===== src/rtl/recovery_pkg.sv =====
// Shared constants for the recovery ROM fetch path.
//   ROM_SIZE_DEF  : default ROM depth in 32-bit words
//   BASE_ADDR_DEF : default byte address of ROM word 0
//   INSTR_NOP / INSTR_DRET : encodings placed in the recovery image
//   CORE0 / CORE1 : per-core index into the 2-bit request/grant vectors
package recovery_pkg;

    localparam int unsigned ROM_SIZE_DEF  = 32;
    localparam logic [31:0] BASE_ADDR_DEF = 32'h0000_0000;

    localparam logic [31:0] INSTR_NOP  = 32'h0000_0013;
    localparam logic [31:0] INSTR_DRET = 32'h7b20_0073;

    localparam logic CORE0 = 1'b0;
    localparam logic CORE1 = 1'b1;

endpackage


===== src/rtl/rr_arbiter2.sv =====
// Two-way round-robin arbiter for the lockstep cores' fetch ports.
//   clk_i    : clock
//   rst_ni   : synchronous active-low reset; grants are held off while low
//   enable_i : grants only issued while high
//   req_i    : request per core
//   gnt_o    : one-hot (or zero) grant, combinational from req_i
// The priority pointer names the core that wins a tie; it flips to the
// other core after every grant and holds when nothing is granted.
module rr_arbiter2
    import recovery_pkg::*;
(
    input  logic       clk_i,
    input  logic       rst_ni,
    input  logic       enable_i,
    input  logic [1:0] req_i,
    output logic [1:0] gnt_o
);

    logic ptr_q;

    always_comb begin
        gnt_o = 2'b00;
        if (rst_ni && enable_i) begin
            if (req_i[CORE0] && (!req_i[CORE1] || ptr_q == CORE0))
                gnt_o[CORE0] = 1'b1;
            else if (req_i[CORE1])
                gnt_o[CORE1] = 1'b1;
        end
    end

    always_ff @(posedge clk_i) begin
        if (!rst_ni)
            ptr_q <= CORE0;
        else if (gnt_o[CORE0])
            ptr_q <= CORE1;
        else if (gnt_o[CORE1])
            ptr_q <= CORE0;
    end

endmodule


===== src/rtl/recovery_rom_arbiter.sv =====
// Shares the recovery code ROM between the two lockstep cores' fetch ports.
//   clk_i, rst_ni       : clock, synchronous active-low reset
//   enable_i            : recovery window open; no new grants while low
//   req_i, addr_i       : per-core fetch request and byte address
//   gnt_o               : per-core grant, same cycle as the accepted request
//   rvalid_o, rdata_o   : per-core response, one cycle after the grant
//   err_o               : per-core out-of-window flag, qualified by rvalid_o
//   rom_req_o/addr_o    : ROM request and byte offset from BASE_ADDR
//   rom_rdata_i         : ROM data, valid the cycle after rom_req_o
module recovery_rom_arbiter
    import recovery_pkg::*;
#(
    parameter int unsigned ROM_SIZE  = ROM_SIZE_DEF,
    parameter logic [31:0] BASE_ADDR = BASE_ADDR_DEF
) (
    input  logic            clk_i,
    input  logic            rst_ni,
    input  logic            enable_i,
    input  logic [1:0]      req_i,
    input  logic [1:0][31:0] addr_i,
    output logic [1:0]      gnt_o,
    output logic [1:0]      rvalid_o,
    output logic [1:0][31:0] rdata_o,
    output logic [1:0]      err_o,
    output logic            rom_req_o,
    output logic [31:0]     rom_addr_o,
    input  logic [31:0]     rom_rdata_i
);

    // Upper bound kept at 33 bits so a window ending at 2^32 does not wrap.
    localparam logic [32:0] WIN_LO = {1'b0, BASE_ADDR};
    localparam logic [32:0] WIN_HI = WIN_LO + (33'(ROM_SIZE) << 2);

    logic [1:0]  gnt;
    logic        any_gnt;
    logic [31:0] sel_addr;
    logic        in_win;
    logic [1:0]  vld_q;
    logic        err_q;

    rr_arbiter2 u_arb (
        .clk_i    (clk_i),
        .rst_ni   (rst_ni),
        .enable_i (enable_i),
        .req_i    (req_i),
        .gnt_o    (gnt)
    );

    assign gnt_o    = gnt;
    assign any_gnt  = |gnt;
    assign sel_addr = gnt[CORE1] ? addr_i[CORE1] : addr_i[CORE0];
    assign in_win   = ({1'b0, sel_addr} >= WIN_LO) && ({1'b0, sel_addr} < WIN_HI);

    // Out-of-window fetches are still granted but leave the ROM untouched.
    assign rom_req_o  = any_gnt & in_win;
    assign rom_addr_o = any_gnt ? (sel_addr - BASE_ADDR) : 32'h0;

    // Only one core is granted per cycle, so a single error bit suffices.
    always_ff @(posedge clk_i) begin
        if (!rst_ni) begin
            vld_q <= 2'b00;
            err_q <= 1'b0;
        end else begin
            vld_q <= gnt;
            err_q <= any_gnt & ~in_win;
        end
    end

    // Gating with rst_ni drops a response still in flight when reset hits.
    assign rvalid_o = vld_q & {2{rst_ni}};

    for (genvar g = 0; g < 2; g++) begin : g_resp
        assign rdata_o[g] = (rvalid_o[g] && !err_q) ? rom_rdata_i : 32'h0;
        assign err_o[g]   = rvalid_o[g] & err_q;
    end

endmodule


===== config.mk =====
export PLATFORM = sky130hd
export DESIGN_NAME = recovery_rom_arbiter
export DESIGN_NICKNAME = d
export VERILOG_FILES = /design/src/rtl/recovery_pkg.sv /design/src/rtl/rr_arbiter2.sv /design/src/rtl/recovery_rom_arbiter.sv
export SDC_FILE = /design/constraint.sdc
export NUM_CORES = 1
export LEC_CHECK = 0
export BUFFER_PORTS_ARGS = -buffer_cell sky130_fd_sc_hd__buf_2
export CORE_MARGIN = 8
export CORE_UTILIZATION = 26
export CTS_CLUSTER_DIAMETER = 80
export DETAILED_ROUTE_END_ITERATION = 6
export PLACE_DENSITY_LB_ADDON = 0.05
export SYNTH_ARGS = -nofsm -noshare
export SYNTH_HDL_FRONTEND = slang
export SYNTH_HIERARCHICAL = 1
export SYNTH_SLANG_ARGS = --single-unit

===== constraint.sdc =====
create_clock -name clk_i -period 1.7 [get_ports clk_i]
set_input_delay 0 -clock clk_i [delete_from_list [all_inputs] [get_ports clk_i]]
set_output_delay 0 -clock clk_i [all_outputs]
set_load 0.01 [all_outputs]

[Yosys cells after proc, flatten, opt, wreduce, memory -nomap -nowiden]
Index checks and enable logic that the tools add are counted.
Storage, ports and cells
  register bits: 4
  bits of input ports: 101
  output and inout bits: 103
  word-level logic and storage cells: 30
Cells by class
  $lt $le $gt $ge: 1
  multiplexer cells: 10
  bitwise gates (word level): 7
  reduce and logical (&&, ||, !) cells: 9
Operator list (number)
  32-bit two-way mux: 4
  32-bit by 8-bit < comparator with 1-bit output, second input constant: 1
  1-bit two-way mux: 5
  1-bit bitwise AND: 4
  1-bit logical AND: 4
  2-bit bitwise AND: 1
  1-bit logical NOT: 2
  2-bit two-way mux: 1
  1-bit NOT: 2
  2-bit nonzero test: 1
  2-bit OR reduction: 1
  1-bit logical OR: 1

[Depth between registers and ports, before layout]
Gate-level depths: netlist of the first run.
  depth in word-level cells: 9
  depth in mapped cells: 7
  depth with buffers taken out: 7

[Hierarchy]
Netlist of the first run, hierarchy kept.
By module, submodules not included
  recovery_rom_arbiter: times used 1, cells an instance 146, area an instance 1033.5 um2, sequential area each 60.1 um2
  rr_arbiter2: times used 1, cells an instance 9, area an instance 66.3 um2, sequential area each 20.0 um2

[Worst setup path before layout of the first run]
No wires, ideal clock.
  path type: register to register
  from: register u_arb.ptr_q
  to: register err_q
  setup time: 0.115 ns
  arrival time: 1.633 ns
  required time: 1.585 ns
  setup slack: -0.048 ns
  stages on the path, launching flop included: 7
  path buffers: 0
  period minus slack after synthesis: 1.748 ns
  cell sequence: dfxtp_1 -> inv_1 -> a21oi_1 -> or4b_1 -> nor3_1 -> o221ai_2 -> and3b_1
On the way
  word-level cells in the longest chain between the ends: 9
  elaborated cells on any way between the ends: 11
  those cells by class: order compare: 1; mux: 4; bitwise: 3; reduce/logical: 3
Ends and longest elaborated chain
  start: declaration: line rr_arbiter2.sv:19  | logic ptr_q;
  start signal: assignment: line rr_arbiter2.sv:33  | ptr_q <= CORE0;
  start signal: assignment: line rr_arbiter2.sv:35  | ptr_q <= CORE1;
  start signal: assignment: line rr_arbiter2.sv:37  | ptr_q <= CORE0;
  1-bit NOT (*): line rr_arbiter2.sv:24  | if (req_i[CORE0] && (!req_i[CORE1] || ptr_q == CORE0))
  1-bit logical OR (*): line rr_arbiter2.sv:24
  1-bit logical AND (*): line rr_arbiter2.sv:24
  1-bit two-way mux (*): line rr_arbiter2.sv:24
  2-bit two-way mux (*): line rr_arbiter2.sv:23  | if (rst_ni && enable_i) begin
  via gnt_o[1]: line recovery_rom_arbiter.sv:21  | output logic [1:0] gnt_o,
  32-bit two-way mux: line recovery_rom_arbiter.sv:51  | assign sel_addr = gnt[CORE1] ? addr_i[CORE1] : addr_i[CORE0];
  32-bit by 8-bit < comparator with 1-bit output: line recovery_rom_arbiter.sv:52  | assign in_win = ({1'b0, sel_addr} >= WIN_LO) && ({1'b0, sel_addr} < WIN_HI);
  1-bit NOT: line recovery_rom_arbiter.sv:65  | err_q <= any_gnt & ~in_win;
  1-bit bitwise AND (*): line recovery_rom_arbiter.sv:65
  end signal: assignment: line recovery_rom_arbiter.sv:65
  end: declaration: line recovery_rom_arbiter.sv:39  | logic err_q;
The timed path passes the listed nets; every way through them passes the cells marked *.
A chain may end at the register's enable or synchronous reset.

[Worst setup path after layout of the first run]
  from: register u_arb.ptr_q
  to: output rom_req_o
On the way
  word-level cells in the longest chain between the ends: 8
  elaborated cells on any way between the ends: 10
  those cells by class: order compare: 1; mux: 4; bitwise: 2; reduce/logical: 3
Ends and longest elaborated chain
  1-bit NOT (*): line rr_arbiter2.sv:24
  1-bit logical OR (*): line rr_arbiter2.sv:24
  1-bit logical AND (*): line rr_arbiter2.sv:24
  1-bit two-way mux: line rr_arbiter2.sv:24
  2-bit two-way mux (*): line rr_arbiter2.sv:23
  32-bit two-way mux: line recovery_rom_arbiter.sv:51
  32-bit by 8-bit < comparator with 1-bit output: line recovery_rom_arbiter.sv:52
  1-bit bitwise AND (*): line recovery_rom_arbiter.sv:55  | assign rom_req_o = any_gnt & in_win;
  end: declaration: line recovery_rom_arbiter.sv:25  | output logic rom_req_o,
Every way passes the cells marked *; elsewhere a longest branch is shown, timed or not.

==> results of run 1 <==
[power breakdown]
group          switching [mW]  internal [mW]  total (mW)  leakage, nW
logic                   0.157          0.171       0.328         1.44
clock network          0.0486          0.151       0.199       0.0216
registers             0.00232         0.0985       0.101       0.0327
[timing repair]
action                     4_1_cts  5_1_grt
buffers inserted                 0        2
pin swaps                        0        1
hold buffers                     0        0
gates resized for setup          5        5
setup endpoints to repair       33       33
gates cloned                     0        2
[worst paths after layout]
kind	start	end	slack [ns]	depth (start not counted)
setup / recovery	u_arb/ptr_q	rom_req_o	-0.37	9
hold / removal	rst_ni	u_arb/ptr_q	0.07	2
setup reg to reg	u_arb/ptr_q	err_q	-0.18	8
hold reg to reg	u_arb/ptr_q	u_arb/ptr_q	0.59	2
[metal layers]
layer / GRT usage / part of all wire
met5: 0 / 0
met4: 0.0393 / 0.011
met3: 0.0828 / 0.11
met2: 0.382 / 0.55
met1: 0.170 / 0.33
[registers in the layout, summed over array words and instances (netlist names)]
name,cells
vld_q,2
err_q,1
u_arb/ptr_q,1
[Yosys cell counts]
library cell / number
a22o_1: 31
nand2_1: 3
buf_1: 1
nand4_1: 2
a31o_1: 1
buf_2: 4
nor3_2: 1
nand3_1: 2
and3_1: 2
and3b_1: 1
a21oi_1: 2
or4_1: 2
and4b_1: 1
nor4_2: 1
nor2b_1: 3
nor4b_2: 1
inv_1: 1
nor4_1: 6
nor2_1: 4
and2_1: 68
nor3_1: 1
clkbuf_1: 8
o22ai_2: 1
or4b_1: 2
o21ai_0: 1
dfxtp_1: 4
o221ai_2: 1
[per-stage QoR]
step	setup slack, ns	TNS [ns]
5_1_grt	-0.481	-0.737
3_5_place_dp	-0.252	-3.21
3_3_place_gp	-0.206	-3.44
2_1_floorplan	0.0589	0
6_report	-0.372	-0.547
4_1_cts	-0.315	-0.435
[kinds of logic after synthesis]
logic type	synth area share
flip-flops	0.0728
AO/OA/AOI/OAI	0.294
buffers and inverters	0.0523
AND/OR/NAND/NOR	0.581
[critical path: stages (launching register included)]
cell and delay (ns):
dfxtp_1 0.33, inv_1 0.07, a21oi_4 0.22, buf_6 0.14, nor4b_2 0.21, nand4_1 0.16
nor4_2 0.29, o221ai_2 0.15, nor2_1 0.13, buf_2 0.15
[final cells by class]
cell class,instances,area (µm²),share of cell area
sequential,4,80.1,0.0342
timing repair buffer,217,1120,0.479
clock buffer,3,41.3,0.0176
tap,50,62.6,0.0267
inverter,1,3.75,0.00160
multi-input combinational,138,1030,0.440
==> results.toml, run 1 <==
[power]
peakVddDrop_mv = 0.164
leakage_nw = 1.49
power.density_mw_per_mm2 = 268
finalPower_uw = 629

[synth]
synth_top_cells_by_area = "and2_1 39%, a22o_1 25%, dfxtp_1 7.3%"
ys_ff_latch = 4
yosysWarningCount = 6
synth.cell_area_mm2 = 0.00110
synth_top_area_share = 0.387
syn_avg_cell_area_um2 = 7.10
synth.net_count = 256
ys_seq_area_frac = 0.0728
synth_largest_area_cell = "and2_1"
syn-instance-count = 155
yosysUniqueCellTypes = 27

[timing]
post-route-period-util = 1.22
hold_viol = 0
slew_headroom = 0.738
setup_viol = 2
setup_ws_ns = -0.372
rsz0062_at_grt = "true"
worst-slew-pin-transition_ns = 0.393
finClkSkew_ns = 0.0000980
timing.final.crit_period_ns = 2.07
fmax_mhz = 483
holdWs_ns = 0.0739
drv_slew = 0

[setup_path]
arrival_ns = 2.07
cp.required_ns = 1.70
cp-start-kind = "flop"
critPathKind = "reg2out"
critPathMaxFanout = 6
worstSetupEndpointType = "output pin"

[run_status]
outcome = "complete, but fails checks"
violations = "negative setup slack"

[global_routing]
grt_max_degree = 33
grt-ovfl-total = 0
grt.total_usage = 0.190
grt_pass1_wl_um = 10100
grt_pass1_vias = 2073
antenna_found_initial = 0

[placement]
dpl_cell_area_mm2 = 0.00221
port_buffers = 203
dpl.hpwl_um = 6070
placedCellCount = 406
gp_congestion = 0.781

[die]
core_area_mm2 = 0.00403
die_w_um = 81.0
die_h_um = 81.0
pin_count = 204
core.rowCount = 23
fp.dieArea_mm2 = 0.00657
start_util = 0.273

[layout]
area_growth_pct = 113
fin_cells = 413
antennaDiodeCount = 0
final_cell_mix = "204 x buf_2, 68 x and2_1, 31 x a22o_1"
layout_commonest_cell = "buf_2"
final_core_util = 0.581
fill_cells = 413
fin_nets = 466
stdcell_area_mm2 = 0.00234
post_route_cells_drive_above_1_share = 0.639

[clock_network]
clk_pin_slew_ns = 0.03
cts_max_level = 1
cts_tree = "yes"
clockRootBuffer = "clkbuf_8"
clk_latency_ns = 0.22
clock_sinks = 4
clock_path_buffers = 2
cts_buffers = 3

[detailed_routing]
drc = 0
wl_per_cell_um = 17.1
drtIter0Drc = 79
drtAntennaViolNets = 0
viasPerCell = 4.75
dr_total_vias = 1961
routed_wirelength_um = 7060
firstDrtPassIters = 4

[job]
drv_cap = 0

[worst_hold_path]
hp-class = "in2reg"
(Power assumes the default switching activity.)
==> run 2, diff against run 1 <==
--- a/config.mk
+++ b/config.mk
@@ -6,10 +6,10 @@
 export NUM_CORES = 1
 export LEC_CHECK = 0
 export BUFFER_PORTS_ARGS = -buffer_cell sky130_fd_sc_hd__buf_2
-export CORE_MARGIN = 8
-export CORE_UTILIZATION = 26
+export CORE_AREA = 2 2 79 81
 export CTS_CLUSTER_DIAMETER = 80
 export DETAILED_ROUTE_END_ITERATION = 6
+export DIE_AREA = 0 0 81 83
 export PLACE_DENSITY_LB_ADDON = 0.05
 export SYNTH_ARGS = -nofsm -noshare
 export SYNTH_HDL_FRONTEND = slang
==> run 2 against run 1 <==
  * The flow still finishes with violations (negative setup slack)
  * Hold slack improved by 0.050 ns
  * Clock skew rose by 0.0015 ns
  * Final area rose by 5.3%
  * Sequential share of layout area fell by 0.12 points
  * Critical path depth fell by 2
  * Via count rose by 1.4%
  * Critical path type unchanged
==> results.toml, run 2 (synthesis gave the netlist of run 1 again) <==
[layout]
multi_input_area_mm2 = 0.00104
antennaDiodeCount = 0
layout_commonest_cell = "buf_2"
largest_reg_flops = 2
regMostFlops = "vld_q"
area_growth_pct = 124
reg_top3 = "vld_q x2, err_q x1, u_arb/ptr_q x1"
post_route_cells_drive_above_1_share = 0.654
final_cell_mix = "203 x buf_2, 68 x and2_1, 31 x a22o_1"
fill_cells = 628
regArea_um2 = 81.3
fin_nets = 473

[detailed_routing]
drtAntennaViolNets = 0
viasPerCell = 4.47
drc = 0
firstDrtPassIters = 4
drtIter0Drc = 49
dr_total_vias = 1988
wl_per_cell_um = 13.5
routed_wirelength_um = 5990

[die]
pin_count = 204
start_util = 0.189
core_area_mm2 = 0.00582
die_h_um = 83
fp.dieArea_mm2 = 0.00672
core.rowCount = 28
die_w_um = 81

[clock_network]
cts_buffers = 3
clk_latency_ns = 0.21
clockRootBuffer = "clkbuf_8"
cts_tree = "yes"
clock_sinks = 4
clk_pin_slew_ns = 0.03
cts_max_level = 1
clock_path_buffers = 2

[placement]
gp_congestion = 0.799
dp_slack_ns = -0.254
port_buffers = 203
dpl.hpwl_um = 5090

[setup_path]
worstSetupEndpointType = "output pin"
r2r_start = "u_arb/ptr_q"
crit_path_end = "rom_req_o"
slowest_stage = "or4b_4"
critPathKind = "reg2out"
slowest_delay_ns = 0.50
rr_worst_depth = 7
crit_chain = "inv_2, a21oi_4, or4b_4, o22ai_4, o221ai_2, nor2_1, buf_2"
cp.required_ns = 1.70
reg2reg_to = "err_q"
r2r_setup_slack_ns = -0.11
arrival_ns = 1.87
critPathMaxFanout = 6
cp-start-kind = "flop"
cp-startpoint = "u_arb/ptr_q"

[run_status]
violations = "negative setup slack"
outcome = "complete, but fails checks"

[power]
power.density_mw_per_mm2 = 261
leakage_nw = 1.53
finalPower_uw = 644
peakVddDrop_mv = 0.190

[global_routing]
grt-ovfl-total = 0
antenna_found_initial = 0
grt_pass1_wl_um = 8890
grt.total_usage = 0.164
grt_max_degree = 33
grt_pass1_vias = 1880

[timing]
finClkSkew_ns = 0.00164
post-route-period-util = 1.10
slew_headroom = 0.800
timing.final.crit_period_ns = 1.87
setup_viol = 2
rsz0062_at_grt = "true"
fmax_mhz = 535
hold_viol = 0
setup_ws_ns = -0.170
worst-slew-pin-transition_ns = 0.297
drv_slew = 0

[worst_hold_path]
holdPathStages = 3
hp-class = "in2reg"

[job]
drv_cap = 0
[run 2: where the power goes]
part | switching [mW] | leakage, nW | internal [mW]
logic | 0.164 | 1.47 | 0.187
clock network | 0.0420 | 0.0216 | 0.150
registers | 0.00230 | 0.0330 | 0.0989
[run 2: timing repair]
action                     4_1_cts  5_1_grt
hold buffers                     0        0
pin swaps                        7        0
buffers inserted                 7        2
gates cloned                     1        0
setup endpoints to repair       33       18
gates resized for setup         13        0
[run 2: cell type report]
class / instances / share of cell area
clock buffer: 3 / 0.0167
inverter: 1 / 0.00152
tap: 75 / 0.0381
timing repair buffer: 224 / 0.488
sequential: 4 / 0.0330
multi-input combinational: 138 / 0.423
[run 2: worst min-delay path by stage]
stage | startpoint | endpoint | slack (ns)
after floorplan | req_i[0] | gnt_o[1] | 0.08
after CTS | req_i[1] | u_arb/ptr_q | 0.12
after detailed placement | rom_rdata_i[1] | rdata_o[33] | 0.30
after global placement | rom_rdata_i[31] | rdata_o[31] | 0.29
final | req_i[1] | u_arb/ptr_q | 0.12
after global routing | req_i[1] | u_arb/ptr_q | 0.13
[run 2: per-layer routing]
layer | track usage | routed length [µm] | vias up
met1 | 0.155 | 2050 | 865
met2 | 0.355 | 3370 | 122
met4 | 0.0277 | 20 | 0
met3 | 0.0217 | 550 | 2
li1 | - | - | 999
met5 | 0 | 0 | -
[run 2: worst max-delay path, delay by kind of cell, from the launching register on]
family                 cells  cell delay, ns
and+or+nand+nor            2            0.61
AOI/OAI and AO/OA          3            0.54
DFF                        1            0.32
buffers and inverters      2            0.18
[run 2: stage by stage]
stage               instance area [µm²]  hold slack (ns)   util  std cells  TNS, ns
floorplan                          1100           0.0751      -        155        0
finish                             2470            0.124  0.424        445   -0.277
global route                       2470            0.127  0.424        445   -0.500
CTS                                2440            0.119  0.419        443   -0.205
detailed placement                 2260            0.296  0.389        432    -4.56
global placement                   2260            0.293  0.389        432    -5.66
==> run 3, diff against run 2 <==
--- a/config.mk
+++ b/config.mk
@@ -5,6 +5,7 @@
 export SDC_FILE = /design/constraint.sdc
 export NUM_CORES = 1
 export LEC_CHECK = 0
+export ABC_AREA = 1
 export BUFFER_PORTS_ARGS = -buffer_cell sky130_fd_sc_hd__buf_2
 export CORE_AREA = 2 2 79 81
 export CTS_CLUSTER_DIAMETER = 80
==> run 3 against run 2 <==
  * Largest cell class unchanged
  * Via count up 32%
  * Clock-buffer cell count unchanged
  * Hold slack got worse by 0.0014 ns
  * The run still ends with negative setup slack left
==> results.toml, run 3 <==
[run_status]
outcome = "complete, but fails checks"
violations = "negative setup slack"

[placement]
dpl.hpwl_um = 5430
gp_congestion = 0.819
dpl_cell_area_mm2 = 0.00258
port_buffers = 203

[layout]
reg_top3 = "vld_q x2, err_q x1, u_arb/ptr_q x1"
regArea_um2 = 81.3
antennaDiodeCount = 0
post_route_cells_drive_above_1_share = 0.462
multi_input_area_mm2 = 0.00106
regMostFlops = "vld_q"
area_growth_pct = 99.6
fill_cells = 695
stdcell_area_mm2 = 0.00293
final_cell_mix = "203 x buf_2, 102 x nor2_1, 98 x nand2_1"
largest_reg_flops = 2
fin_nets = 666
layout_commonest_cell = "buf_2"

[worst_hold_path]
min_from = "rst_ni"
hp-class = "in2reg"
holdPathStages = 4

[synth]
ys.flop_type = "dfxtp_1"
synth_common_cells = "111 x nand2_1, 104 x nor2_1, 81 x inv_1"
syn_avg_cell_area_um2 = 4.20
synth_edf_count = 0
synth.net_count = 450
synth.cell_area_mm2 = 0.00147
yosysWarningCount = 6
ys_ff_latch = 4
yosysMostFrequentCell = "nand2_1"
yosysUniqueCellTypes = 16
ys_seq_area_frac = 0.0546
synth_largest_area_cell = "nand2_1"
synth_top_area_share = 0.284
async_flop_share = 0
synth_top_cells_by_area = "nand2_1 28%, nor2_1 27%, inv_1 21%"
syn-instance-count = 349

[power]
p_seq_frac = 0.131
power.density_mw_per_mm2 = 260
switching_share = 0.379
peakVddDrop_mv = 0.285
p_switching_uw = 288
finalPower_uw = 760
leakage_nw = 2.19
intPower_uw = 472
clockPowerShare = 0.257
power_frac_comb = 0.612

[die]
core.rowCount = 28
pin_count = 204
die_w_um = 81
fp.dieArea_mm2 = 0.00672
die_h_um = 83
core_area_mm2 = 0.00582
start_util = 0.252

[clock_network]
clockRootBuffer = "clkbuf_8"
cts_buffers = 3
clk_latency_ns = 0.21
cts_tree = "yes"
clock_path_buffers = 2
clk_pin_slew_ns = 0.03
clock_sinks = 4
cts_max_level = 1

[job]
drv_cap = 0

[global_routing]
met2_usage = 0.344
grt_pass1_wl_um = 10000
grt_util_met1 = 0.209
grt_max_degree = 33
grt_pass1_vias = 2267
met3_usage = 0.0337
grt.busiest_layer = "met2"
antenna_found_initial = 0
grt-ovfl-total = 0
grt.total_usage = 0.182

[setup_path]
critPathKind = "reg2out"
rr_worst_depth = 15
cp.required_ns = 1.70
cp-startpoint = "u_arb/ptr_q"
worstSetupEndpointType = "output pin"
cp-start-kind = "flop"
critPathMaxFanout = 7
arrival_ns = 1.81
r2r_start = "u_arb/ptr_q"

[timing]
rsz0062_at_grt = "true"
timing.final.crit_period_ns = 1.81
fmax_mhz = 553
slew_headroom = 0.693
post-route-period-util = 1.06
setup_ws_ns = -0.108
hold_viol = 0
setup_viol = 2
drv_slew = 0
worst-slew-pin-transition_ns = 0.459
finClkSkew_ns = 0.000377

[detailed_routing]
firstDrtPassIters = 4
viasPerCell = 4.11
wl_per_cell_um = 10.9
drtAntennaViolNets = 0
dr_total_vias = 2622
drtIter0Drc = 57
drc = 0
routed_wirelength_um = 6960
==> run 3: final timing paths <==
path,slack [ns],endpoint
min reg2reg,0.47,u_arb/ptr_q
max,-0.11,rom_req_o
max reg2reg,0.01,err_q
min,0.12,vld_q[0]
==> run 3: area by class of cell <==
cell class | instances | area share
clock buffers | 3 | 0.0141
inverters | 82 | 0.111
multi-input cells | 248 | 0.363
flip-flops and latches | 4 | 0.0278
well taps | 75 | 0.0321
repair buffers | 226 | 0.452
==> run 3: repair_timing <==
| item | CTS | global route |
|---|---|---|
| hold buffers | 0 | 0 |
| gates cloned | 2 | 4 |
| pin swaps | 7 | 13 |
| setup buffers | 3 | 5 |
| gates resized for setup | 14 | 26 |
| endpoints found under the setup margin | 27 | 27 |
==> run 3: cell families after synthesis <==
| family | count (synthesis) | synth area share |
|---|---|---|
| and+or+nand+nor | 227 | 0.599 |
| buffers and inverters | 98 | 0.278 |
| AOI/OAI and AO/OA | 20 | 0.0683 |
| DFF | 4 | 0.0546 |
==> run 3: power by group through the flow <==
stage | combinational, mW | clock, mW | sequential, mW
after global placement | 0.398 | 0 | 0.100
after global routing | 0.522 | 0.211 | 0.0996
final | 0.465 | 0.196 | 0.0994
after floorplan | 0.202 | 0 | 0.0999
after CTS | 0.424 | 0.202 | 0.0991
after detailed placement | 0.400 | 0 | 0.100
==> run 3: layer usage <==
layer | vias up | wire [µm]
met5 | - | 0
met2 | 126 | 3490
met3 | 6 | 606
li1 | 1407 | -
met4 | 0 | 67
met1 | 1083 | 2800
==> run 3: worst max-delay path: stages, from the launching register on <==
cell	delay [ns]
dfxtp_2	0.31
nand2_2	0.05
nand2_2	0.05
nand2_2	0.08
clkinv_4	0.12
clkinv_8	0.11
clkbuf_16	0.14
nand2_1	0.04
nand2_1	0.09
nand2_2	0.07
nor2_4	0.11
nand2_1	0.06
nor2_1	0.10
nand2_1	0.06
nor2_1	0.08
buf_2	0.13
==> run 3: metrics by stage <==
stage               hold WS (ns)   util  cells  setup TNS (ns)  worst slack [ns]
floorplan                 0.0935      -    349               0             0.189
global placement           0.288  0.443    621          -0.351           -0.0792
detailed placement         0.287  0.443    621          -0.816           -0.0695
CTS                        0.121  0.468    629          -0.157            -0.132
global route               0.149  0.503    638          -0.518            -0.251
finish                     0.123  0.503    638          -0.159            -0.108
